[src/rtl/hazard_ctrl_mc.sv]
// Hazard, stall and flush controller for the five-stage pipeline.
// Handles operand forwarding, load-use bubbles, flush arbitration and stall-cause counters.
module hazard_ctrl_mc #(
   parameter int NUM_SRC          = 2,
   parameter int LOAD_USE_BUBBLES = 1,
   parameter int CNT_W            = 32
) (
   input  logic                   clk,
   input  logic                   rst,
   input  logic                   i_stall,
   input  logic                   d_stall,
   input  logic                   div_stallE,
   input  logic                   mult_stallE,
   input  logic                   is_loadE,
   input  logic                   is_loadM,
   input  logic                   flush_pred_failedM,
   input  logic                   flush_exceptionM,
   input  logic [NUM_SRC*5-1:0]   srcD,
   input  logic [NUM_SRC*5-1:0]   srcE,
   input  logic                   reg_write_enE,
   input  logic                   reg_write_enM,
   input  logic                   reg_write_enW,
   input  logic [4:0]             reg_writeE,
   input  logic [4:0]             reg_writeM,
   input  logic [4:0]             reg_writeW,
   input  logic                   perf_clr,
   output logic                   stallF,
   output logic                   stallD,
   output logic                   stallE,
   output logic                   stallM,
   output logic                   stallW,
   output logic                   longest_stall,
   output logic                   flushF,
   output logic                   flushD,
   output logic                   flushE,
   output logic                   flushM,
   output logic                   flushW,
   output logic [NUM_SRC*2-1:0]   forwardE,
   output logic                   load_use_busy,
   output logic [CNT_W-1:0]       perf_mem_cyc,
   output logic [CNT_W-1:0]       perf_md_cyc,
   output logic [CNT_W-1:0]       perf_lu_cyc,
   output logic [CNT_W-1:0]       perf_flush_evt
);

   logic [1:0]       lu_cnt_q, lu_cnt_d;
   logic [CNT_W-1:0] mem_q, mem_d, md_q, md_d, lu_q, lu_d, fl_q, fl_d;
   logic             dep, trig, stall_lu, mem_stall, md_stall;

   always_comb begin
      forwardE = '0;
      dep      = 1'b0;
      for (int k = 0; k < NUM_SRC; k++) begin
         // M wins over W; a load in M has no data yet
         if (srcE[5*k +: 5] != 5'd0 && reg_write_enM &&
             srcE[5*k +: 5] == reg_writeM && !is_loadM)
            forwardE[2*k +: 2] = 2'b01;
         else if (srcE[5*k +: 5] != 5'd0 && reg_write_enW &&
                  srcE[5*k +: 5] == reg_writeW)
            forwardE[2*k +: 2] = 2'b10;
         if (srcD[5*k +: 5] != 5'd0 && reg_write_enE &&
             srcD[5*k +: 5] == reg_writeE)
            dep = 1'b1;
      end
   end

   assign mem_stall     = i_stall | d_stall;
   assign md_stall      = div_stallE | mult_stallE;
   assign longest_stall = mem_stall | md_stall;
   assign trig          = (lu_cnt_q == 2'd0) & is_loadE & dep &
                          ~flush_exceptionM & ~flush_pred_failedM;
   assign stall_lu      = trig | (lu_cnt_q != 2'd0);
   assign load_use_busy = stall_lu;

   assign stallF = longest_stall | stall_lu;
   assign stallD = longest_stall | stall_lu;
   assign stallE = longest_stall;
   assign stallM = longest_stall;
   assign stallW = longest_stall;
   assign flushF = 1'b0;
   assign flushD = flush_exceptionM;
   assign flushM = flush_exceptionM;
   assign flushW = flush_exceptionM;
   assign flushE = flush_exceptionM |
                   ((flush_pred_failedM | stall_lu) & ~longest_stall);

   // Frozen cycles keep the remaining bubble count untouched
   always_comb begin
      lu_cnt_d = 2'd0;
      if (flush_exceptionM)
         lu_cnt_d = 2'd0;
      else if (flush_pred_failedM && !longest_stall)
         lu_cnt_d = 2'd0;
      else if (longest_stall)
         lu_cnt_d = lu_cnt_q;
      else if (trig)
         lu_cnt_d = 2'(LOAD_USE_BUBBLES - 1);
      else if (lu_cnt_q != 2'd0)
         lu_cnt_d = lu_cnt_q - 2'd1;
   end

   function automatic logic [CNT_W-1:0] sat_inc(input logic [CNT_W-1:0] q,
                                                input logic inc);
      return (inc && q != '1) ? q + CNT_W'(1) : q;
   endfunction

   always_comb begin
      mem_d = perf_clr ? '0 : sat_inc(mem_q, mem_stall);
      md_d  = perf_clr ? '0 : sat_inc(md_q, md_stall & ~mem_stall);
      lu_d  = perf_clr ? '0 : sat_inc(lu_q, stall_lu & ~longest_stall);
      fl_d  = perf_clr ? '0 : sat_inc(fl_q, flush_exceptionM |
                                      (flush_pred_failedM & ~longest_stall));
   end

   always_ff @(posedge clk or negedge rst) begin
      if (!rst) begin
         lu_cnt_q <= 2'd0;
         mem_q    <= '0;
         md_q     <= '0;
         lu_q     <= '0;
         fl_q     <= '0;
      end else begin
         lu_cnt_q <= lu_cnt_d;
         mem_q    <= mem_d;
         md_q     <= md_d;
         lu_q     <= lu_d;
         fl_q     <= fl_d;
      end
   end

   assign perf_mem_cyc   = mem_q;
   assign perf_md_cyc    = md_q;
   assign perf_lu_cyc    = lu_q;
   assign perf_flush_evt = fl_q;

endmodule

[config.mk]
export PLATFORM = sky130hd
export DESIGN_NAME = hazard_ctrl_mc
export DESIGN_NICKNAME = d
export VERILOG_FILES = /design/src/rtl/hazard_ctrl_mc.sv
export SDC_FILE = /design/constraint.sdc
export NUM_CORES = 1
export LEC_CHECK = 0
export ABC_AREA = 1
export CAP_MARGIN = 20
export CORE_MARGIN = 4
export CORE_UTILIZATION = 40
export DETAILED_ROUTE_END_ITERATION = 12
export PLACE_DENSITY = 0.66
export SYNTH_ARGS = -nofsm -noshare
export SYNTH_HDL_FRONTEND = slang
export SYNTH_SLANG_ARGS = --single-unit
[constraint.sdc]
create_clock -name clk -period 3.66 [get_ports clk]
set_input_delay 0.732 -clock clk [delete_from_list [all_inputs] [get_ports clk]]
set_output_delay 0.732 -clock clk [all_outputs]
set_load 0.05 [all_outputs]
==> reports/qor.yml, run 1 <==
syn_nets: 1344
die_w_um: 156
ctsRootBufferMaster: "clkbuf_16"
rr_worst_depth: 11
post-route-min-period_ps: 3220
critical-path-top-delay-family: "buffers and inverters"
synth-edff-count: 0
cp_num_buf_inv: 3
worst_pin_slew_ps: 593
globalRoute.busiestLayer: "met2"
path_depth: 5
max_stage_delay_ps: 730
clkTransAtPathRegs_ps: 60
overflow: 0
via_count: 9055
gp_congestion: 0.883
max_freq_ghz: 0.311
netlist_area_mm2: 0.00878
die_h_um: 156
synthTopCellsByArea: "dfrtp_1 (37%), nand2_1 (15%), nor2_1 (8.3%), inv_1 (5.8%), nand3_1 (5.2%)"
yosys.cell_types.count: 46
cts_hold_repair.buffers: 0
dieArea_mm2: 0.0244
hold_viol: 0
wl_per_cell_um: 14.8
drive_gt1_share_pct: 6.53
yosysWarningCount: 0
drtIter0Drc: 615
crit_required_ps: 2930
drv_cap: 0
port_buffers: 191
synthArstFlopShare_pct: 100
reg2reg_to: "perf_lu_cyc[13]"
cts_buffer_depth: 2
fin_skew_ps: 8.00
grt.total_usage_pct: 21.6
cts.sinks: 130
cts_max_level: 4
report.final.slew_viol_count: 0
post_cts_buffers: 0
antenna_cells: 0
area_delta_synth_final_pct: 31.3
hold_slack_ps: 272
worstPathCellList: "clkdlybuf4s50_1, or2_4, nor3_4, inv_1, clkdlybuf4s50_1"
synth_most_common_cell: "nand2_1"
grt_max_degree: 60
power_leakage_nw: 4.80
antenna_found_initial: 0
synth_top_area_cell: "dfrtp_1"
setup_viol: 0
cpMostUsedCell: "clkdlybuf4s50_1"
fin_setup_tns_ps: 0
wl_mm: 26.0
synth.avg_cell_area_um2: 6.80
status: "completed"
synth_common_cells: "nand2_1 (343), nor2_1 (195), inv_1 (136)"
dpl.hpwl_mm: 19.4
clk_latency_ps: 420
vdd_drop_max_uv: 270
detail-route-antenna-nets: 0
r2r_start: "perf_lu_cyc[0]"
synth-seq-cells: 130
worstPathMaxFanout: 5
cp-endpoint: "longest_stall"
endpoint_kind: "primary output"
cts-resized-gates: 0
rrSetupSlack_ps: 1050
cts_tree: "yes"
grt_first_pass_wirelength_mm: 43.2
fin_util_pct: 54.2
slowest_stage: "clkdlybuf4s50_1"
crit_path_start_kind: "input port"
first_pass_iters: 5
grt_util_met2_pct: 35.3
grtUsageMet3_pct: 4.60
rsz0062_at_grt: "false"
yosysSeqAreaShare_pct: 37.1
std_cell_rows: 53
synth_top_area_share_pct: 37.1
start_util_pct: 41.2
worst_hold_path_type: "in2async"
synthFlopType: "dfrtp_1"
grt_pass1_vias: 8730
met1_usage_pct: 29.3
core-area_mm2: 0.0213
drc: 0
fin_nets: 1526
cellPowerDensity_mw_per_mm2: 329
setup.worst_path.start: "d_stall"
cts_made_buffers: 17
fin_crit_sh_pct: 87.9
io_pins: 193
worstPathArrival_ps: 2490
syn_inst: 1291
via_per_inst: 5.14
crit_type: "in2out"
maxSlewHeadroom_pct: 60.4
==> placed cells by master (no fill, tap or decap), types with 10 or more instances in the layout <==
cell,n
o21ai_0,53
inv_1,136
nor2_1,195
dfrtp_1,130
nand4_1,48
clkdlybuf4s50_1,180
nand2_1,343
nand3_1,91
xnor2_1,14
nor2_2,10
a21oi_1,42
buf_4,18
clkbuf_16,17
nor3_1,66
xor2_1,34
==> how the worst min path moves through the flow <==
stage | startpoint | end | slack, ps | cells past startpoint
after global placement | perf_md_cyc[17] | perf_md_cyc[17] | 500 | 1
after CTS | rst | perf_md_cyc[6] | 290 | 1
after global routing | rst | perf_md_cyc[6] | 310 | 1
final | rst | perf_md_cyc[6] | 270 | 1
after detailed placement | lu_cnt_q[1] | lu_cnt_q[1] | 510 | 2
after floorplan | rst | lu_cnt_q[0] | 440 | 0
==> per-layer routing <==
layer	up-vias	share of wire (%)
li1	4575	-
met1	4181	46
met2	274	47
met3	25	6.0
met4	0	1.2
met5	-	0
==> kinds of logic after synthesis <==
| logic type | share of synthesized area, % |
|---|---|
| flip-flops | 37.1 |
| XOR/XNOR | 4.79 |
| AO/OA/AOI/OAI | 7.87 |
| other | 0.0427 |
| AND/OR/NAND/NOR | 40.8 |
| adder cells (fa/ha/maj) | 0.570 |
| buffers and inverters | 8.88 |
==> flip-flops by register name (all words and copies together), names as in the netlist <==
register / flops
perf_mem_cyc: 32
perf_md_cyc: 32
perf_lu_cyc: 32
perf_flush_evt: 32
lu_cnt_q: 2
==> final cells by class <==
type | instances | area [um^2]
clock buffers | 18 | 439
clock inverters | 13 | 233
fillers | 2111 | 9760
inverters | 144 | 542
multi-input cells | 979 | 4740
flip-flops and latches | 130 | 3250
well taps | 275 | 344
repair buffers | 201 | 1970
==> report_power, final <==
| part | total, mW | switching, mW | internal (mW) |
|---|---|---|---|
| clock | 1.96 | 0.666 | 1.29 |
| combinational | 0.361 | 0.236 | 0.125 |
| sequential | 1.47 | 0.0163 | 1.45 |
==> per-stage QoR <==
stage / setup WS [ps] / cells / total power, mW / cell area (um^2)
final: 443 / 1760 / 3.79 / 11500
after global routing: 328 / 1760 / 3.93 / 11500
after CTS: 421 / 1760 / 3.83 / 11500
after detailed placement: 428 / 1729 / 1.86 / 10900
after global placement: 430 / 1729 / 1.85 / 10900
after floorplan: 64.6 / 1291 / 1.69 / 8780
No activity file was read; power rests on OpenSTA's default activity.
==> inputs of run 2 (changes only) <==
--- a/config.mk
+++ b/config.mk
@@ -7,10 +7,11 @@
 export LEC_CHECK = 0
 export ABC_AREA = 1
 export CAP_MARGIN = 20
-export CORE_MARGIN = 4
+export CORE_MARGIN = 2
 export CORE_UTILIZATION = 40
 export DETAILED_ROUTE_END_ITERATION = 12
 export PLACE_DENSITY = 0.66
+export RECOVER_POWER = 25
 export SYNTH_ARGS = -nofsm -noshare
 export SYNTH_HDL_FRONTEND = slang
 export SYNTH_SLANG_ARGS = --single-unit
==> reports/qor.yml, run 2 (synthesis gave the netlist of run 1 again) <==
via_count: 9192
violations: "capacitance limit, slew limit"
min_from: "perf_flush_evt[24]"
r2r_start: "perf_lu_cyc[0]"
fin_util_pct: 52.8
ctsRootBufferMaster: "clkbuf_16"
setup_viol: 0
grt_first_pass_wirelength_mm: 43.9
status: "finished, violations left"
drtIter0Drc: 617
report.final.slew_viol_count: 56
drv_cap: 1
cts.sinks: 130
slowest_stage: "o21ai_0"
io_pins: 193
cts_made_buffers: 17
worst_pin_slew_ps: 2690
maxSlewHeadroom_pct: -79.5
power_leakage_nw: 4.74
cts_tree: "yes"
grt_pass1_vias: 8805
cts_hold_repair.buffers: 0
crit_type: "in2out"
first_pass_iters: 6
cellPowerDensity_mw_per_mm2: 302
rsz0062_at_grt: "false"
drc: 0
antenna_cells: 0
via_per_inst: 5.22
die_h_um: 152
core-area_mm2: 0.0217
max_stage_delay_ps: 440
area_delta_synth_final_pct: 30.5
cts_buffer_depth: 2
worstPathArrival_ps: 2470
detail-route-antenna-nets: 0
grt.total_usage_pct: 22.9
post-route-min-period_ps: 3200
critical-path-top-delay-family: "simple AND/OR/NAND/NOR gates"
die_w_um: 152
port_buffers: 191
drive_gt1_share_pct: 6.41
place_ws_ps: 443
grt_max_degree: 115
cp_num_buf_inv: 2
fin_nets: 1523
gp_congestion: 0.914
crit_required_ps: 2930
start_util_pct: 40.5
vdd_drop_max_uv: 285
post_cts_buffers: 0
layout_setup_ws_ps: 456
worstPathMaxFanout: 5
max_freq_ghz: 0.312
worst_hold_path_type: "reg2reg"
overflow: 0
hold_path_end: "perf_flush_evt[24]"
hold_viol: 0
cts-resized-gates: 0
crit_path_start_kind: "input port"
wl_per_cell_um: 15.0
fin_skew_ps: 9.50
wl_mm: 26.4
path_depth: 6
fin_setup_tns_ps: 0
mostFrequentLayoutCells: "nand2_1 (343), nor2_1 (195), clkdlybuf4s50_1 (177)"
final_common_cell: "nand2_1"
dieArea_mm2: 0.0231
std_cell_rows: 54
clkTransAtPathRegs_ps: 60
antenna_found_initial: 0
reg2reg_to: "perf_lu_cyc[0]"
rr_worst_depth: 10
clk_latency_ps: 420
min_path_cells: 1
cts_max_level: 4
fin_crit_sh_pct: 87.5
endpoint_kind: "primary output"
worstPathCellList: "clkdlybuf4s50_1, or2_4, nor3_4, nor2_2, o21ai_0, buf_12"
dpl.hpwl_mm: 19.6
rrSetupSlack_ps: 1230
## run 2: per-stage QoR
stage | hold slack (ps) | total power [mW] | instances | cell area, um^2
after floorplan | 436 | 1.69 | 1291 | 8780
after global placement | 516 | 1.86 | 1730 | 10900
after detailed placement | 515 | 1.86 | 1730 | 10900
after global routing | 563 | 3.59 | 1762 | 11500
after CTS | 527 | 3.49 | 1761 | 11400
final | 525 | 3.46 | 1762 | 11500
## run 2: area by class of cell
class,instances,area (um^2)
fillers,2149,10200
multi-input cells,979,4740
flip-flops and latches,130,3250
repair buffers,198,2010
inverters,144,542
clock buffers,19,443
well taps,280,350
clock inverters,12,111
## run 2: worst max-delay path by stage
stage / end / startpoint / slack (ps)
after floorplan: forwardE[3] / srcE[5] / 60
after global routing: flushE / srcD[7] / 270
after global placement: flushE / d_stall / 450
after detailed placement: flushE / d_stall / 440
final: flushE / d_stall / 460
after CTS: flushE / d_stall / 410
## run 2: report_power, final
part | internal (mW) | switching, mW
Clock | 0.948 | 0.674
Combinational | 0.131 | 0.242
Sequential | 1.45 | 0.0162
Total | 2.53 | 0.932
## run 2: per-layer routing
layer | global-route usage (%) | wire length (um)
met5 | 0 | 0
met4 | 7.03 | 423
met3 | 4.44 | 1600
met2 | 36.4 | 12200
met1 | 31.8 | 12300
==> inputs of run 3 (changes only) <==
--- a/config.mk
+++ b/config.mk
@@ -12,6 +12,7 @@
 export DETAILED_ROUTE_END_ITERATION = 12
 export PLACE_DENSITY = 0.66
 export RECOVER_POWER = 25
+export SLEW_MARGIN = 20
 export SYNTH_ARGS = -nofsm -noshare
 export SYNTH_HDL_FRONTEND = slang
 export SYNTH_SLANG_ARGS = --single-unit
==> reports/qor.yml, run 3 (synthesis gave the netlist of run 1 again) <==
port_buffers: 191
cellPowerDensity_mw_per_mm2: 302
post_cts_buffers: 0
post-route-min-period_ps: 3210
grt_pass1_vias: 8805
area_delta_synth_final_pct: 30.2
clk_latency_ps: 420
power_leakage_nw: 4.73
ctsRootBufferMaster: "clkbuf_16"
worst_pin_slew_ps: 2640
violations: "capacitance limit, slew limit"
grt_max_degree: 115
antenna_cells: 0
endpoint_kind: "primary output"
drc: 0
cts_made_buffers: 17
antenna_found_initial: 0
wl_mm: 26.3
via_count: 9112
maxSlewHeadroom_pct: -75.8
crit_type: "in2out"
min_path_cells: 1
drv_cap: 1
place_ws_ps: 443
fin_util_pct: 52.7
layout_setup_ws_ps: 453
design_area_mm2: 0.0114
cts.sinks: 130
crit_path_start_kind: "input port"
stdcell_count: 1761
gp_congestion: 0.914
grt.total_usage_pct: 22.9
status: "finished, violations left"
multi_input_area_mm2: 0.00474
drive_gt1_share_pct: 6.41
dieArea_mm2: 0.0231
detail-route-antenna-nets: 0
max_freq_ghz: 0.312
start_util_pct: 40.5
cts-resized-gates: 0
worst_hold_path_type: "reg2reg"
vdd_drop_max_uv: 281
mostFrequentLayoutCells: "nand2_1 (343), nor2_1 (195), clkdlybuf4s50_1 (177)"
via_per_inst: 5.17
report.final.slew_viol_count: 115
worstPathArrival_ps: 2470
crit_required_ps: 2930
fin_crit_sh_pct: 87.6
cts_buffer_depth: 2
rsz0062_at_grt: "false"
fin_setup_tns_ps: 0
placed_cell_area_mm2: 0.0109
overflow: 0
clkTransAtPathRegs_ps: 60
hold_viol: 0
grt_first_pass_wirelength_mm: 43.9
fillers: 2151
fin_skew_ps: 9.49
cts_max_level: 4
die_w_um: 152
first_pass_iters: 6
setup_viol: 0
cts_tree: "yes"
worstPathMaxFanout: 5
place_inst: 1730
cts_hold_repair.buffers: 0
wl_per_cell_um: 15.0
die_h_um: 152
dpl.hpwl_mm: 19.6
std_cell_rows: 54
io_pins: 193
final_common_cell: "nand2_1"
rr_worst_depth: 10
fin_nets: 1522
drtIter0Drc: 653
seqCellArea_mm2: 0.00325
core-area_mm2: 0.0217
[run 3: cell count changes in the layout (fill, tap and decap cells not counted), sizes merged]
cell | previous run | this run
dlygate4sd2 | 1 | 0
[run 3: worst max-delay path, cell delays in order]
cell             delay [ps]
clkdlybuf4s50_1         400
or2_4                   280
nor3_4                  310
nor2_2                  100
o21ai_0                 440
buf_12                  200
[run 3: worst paths after layout]
kind | startpoint | end | slack [ps]
worst min register to register | perf_flush_evt[24] | perf_flush_evt[24] | 520
worst max-delay path | d_stall | flushE | 450
worst min-delay path | perf_flush_evt[24] | perf_flush_evt[24] | 520
worst max register to register | perf_lu_cyc[0] | perf_lu_cyc[0] | 1240
min in group asynchronous | rst | perf_md_cyc[10] | 1080
max in group asynchronous | rst | perf_mem_cyc[11] | 940
[run 3: layout make-up]
cell class | count | share of cell area (%)
Clock buffer | 19 | 3.88
Inverter | 144 | 4.74
Timing Repair Buffer | 197 | 17.3
Tap cell | 280 | 3.07
Clock inverter | 12 | 0.975
Multi-Input combinational cell | 979 | 41.5
Sequential cell | 130 | 28.5
[run 3: layer usage]
metal,track usage (%),routed length [um]
met1,31.8,12300
met2,36.4,12000
met3,4.44,1640
met4,7.03,435
met5,0,0
[run 3: through the flow]
step,power [mW],hold WS [ps]
3_5_place_dp,1.86,515
5_1_grt,3.59,563
3_3_place_gp,1.86,516
6_report,3.45,524
2_1_floorplan,1.69,436
4_1_cts,3.49,527
[run 3: power breakdown]
group          internal [mW]  total, mW  switching [mW]
combinational          0.127      0.367           0.240
sequential              1.45       1.47          0.0162
clock                  0.949       1.62           0.672
total                   2.53       3.45           0.929
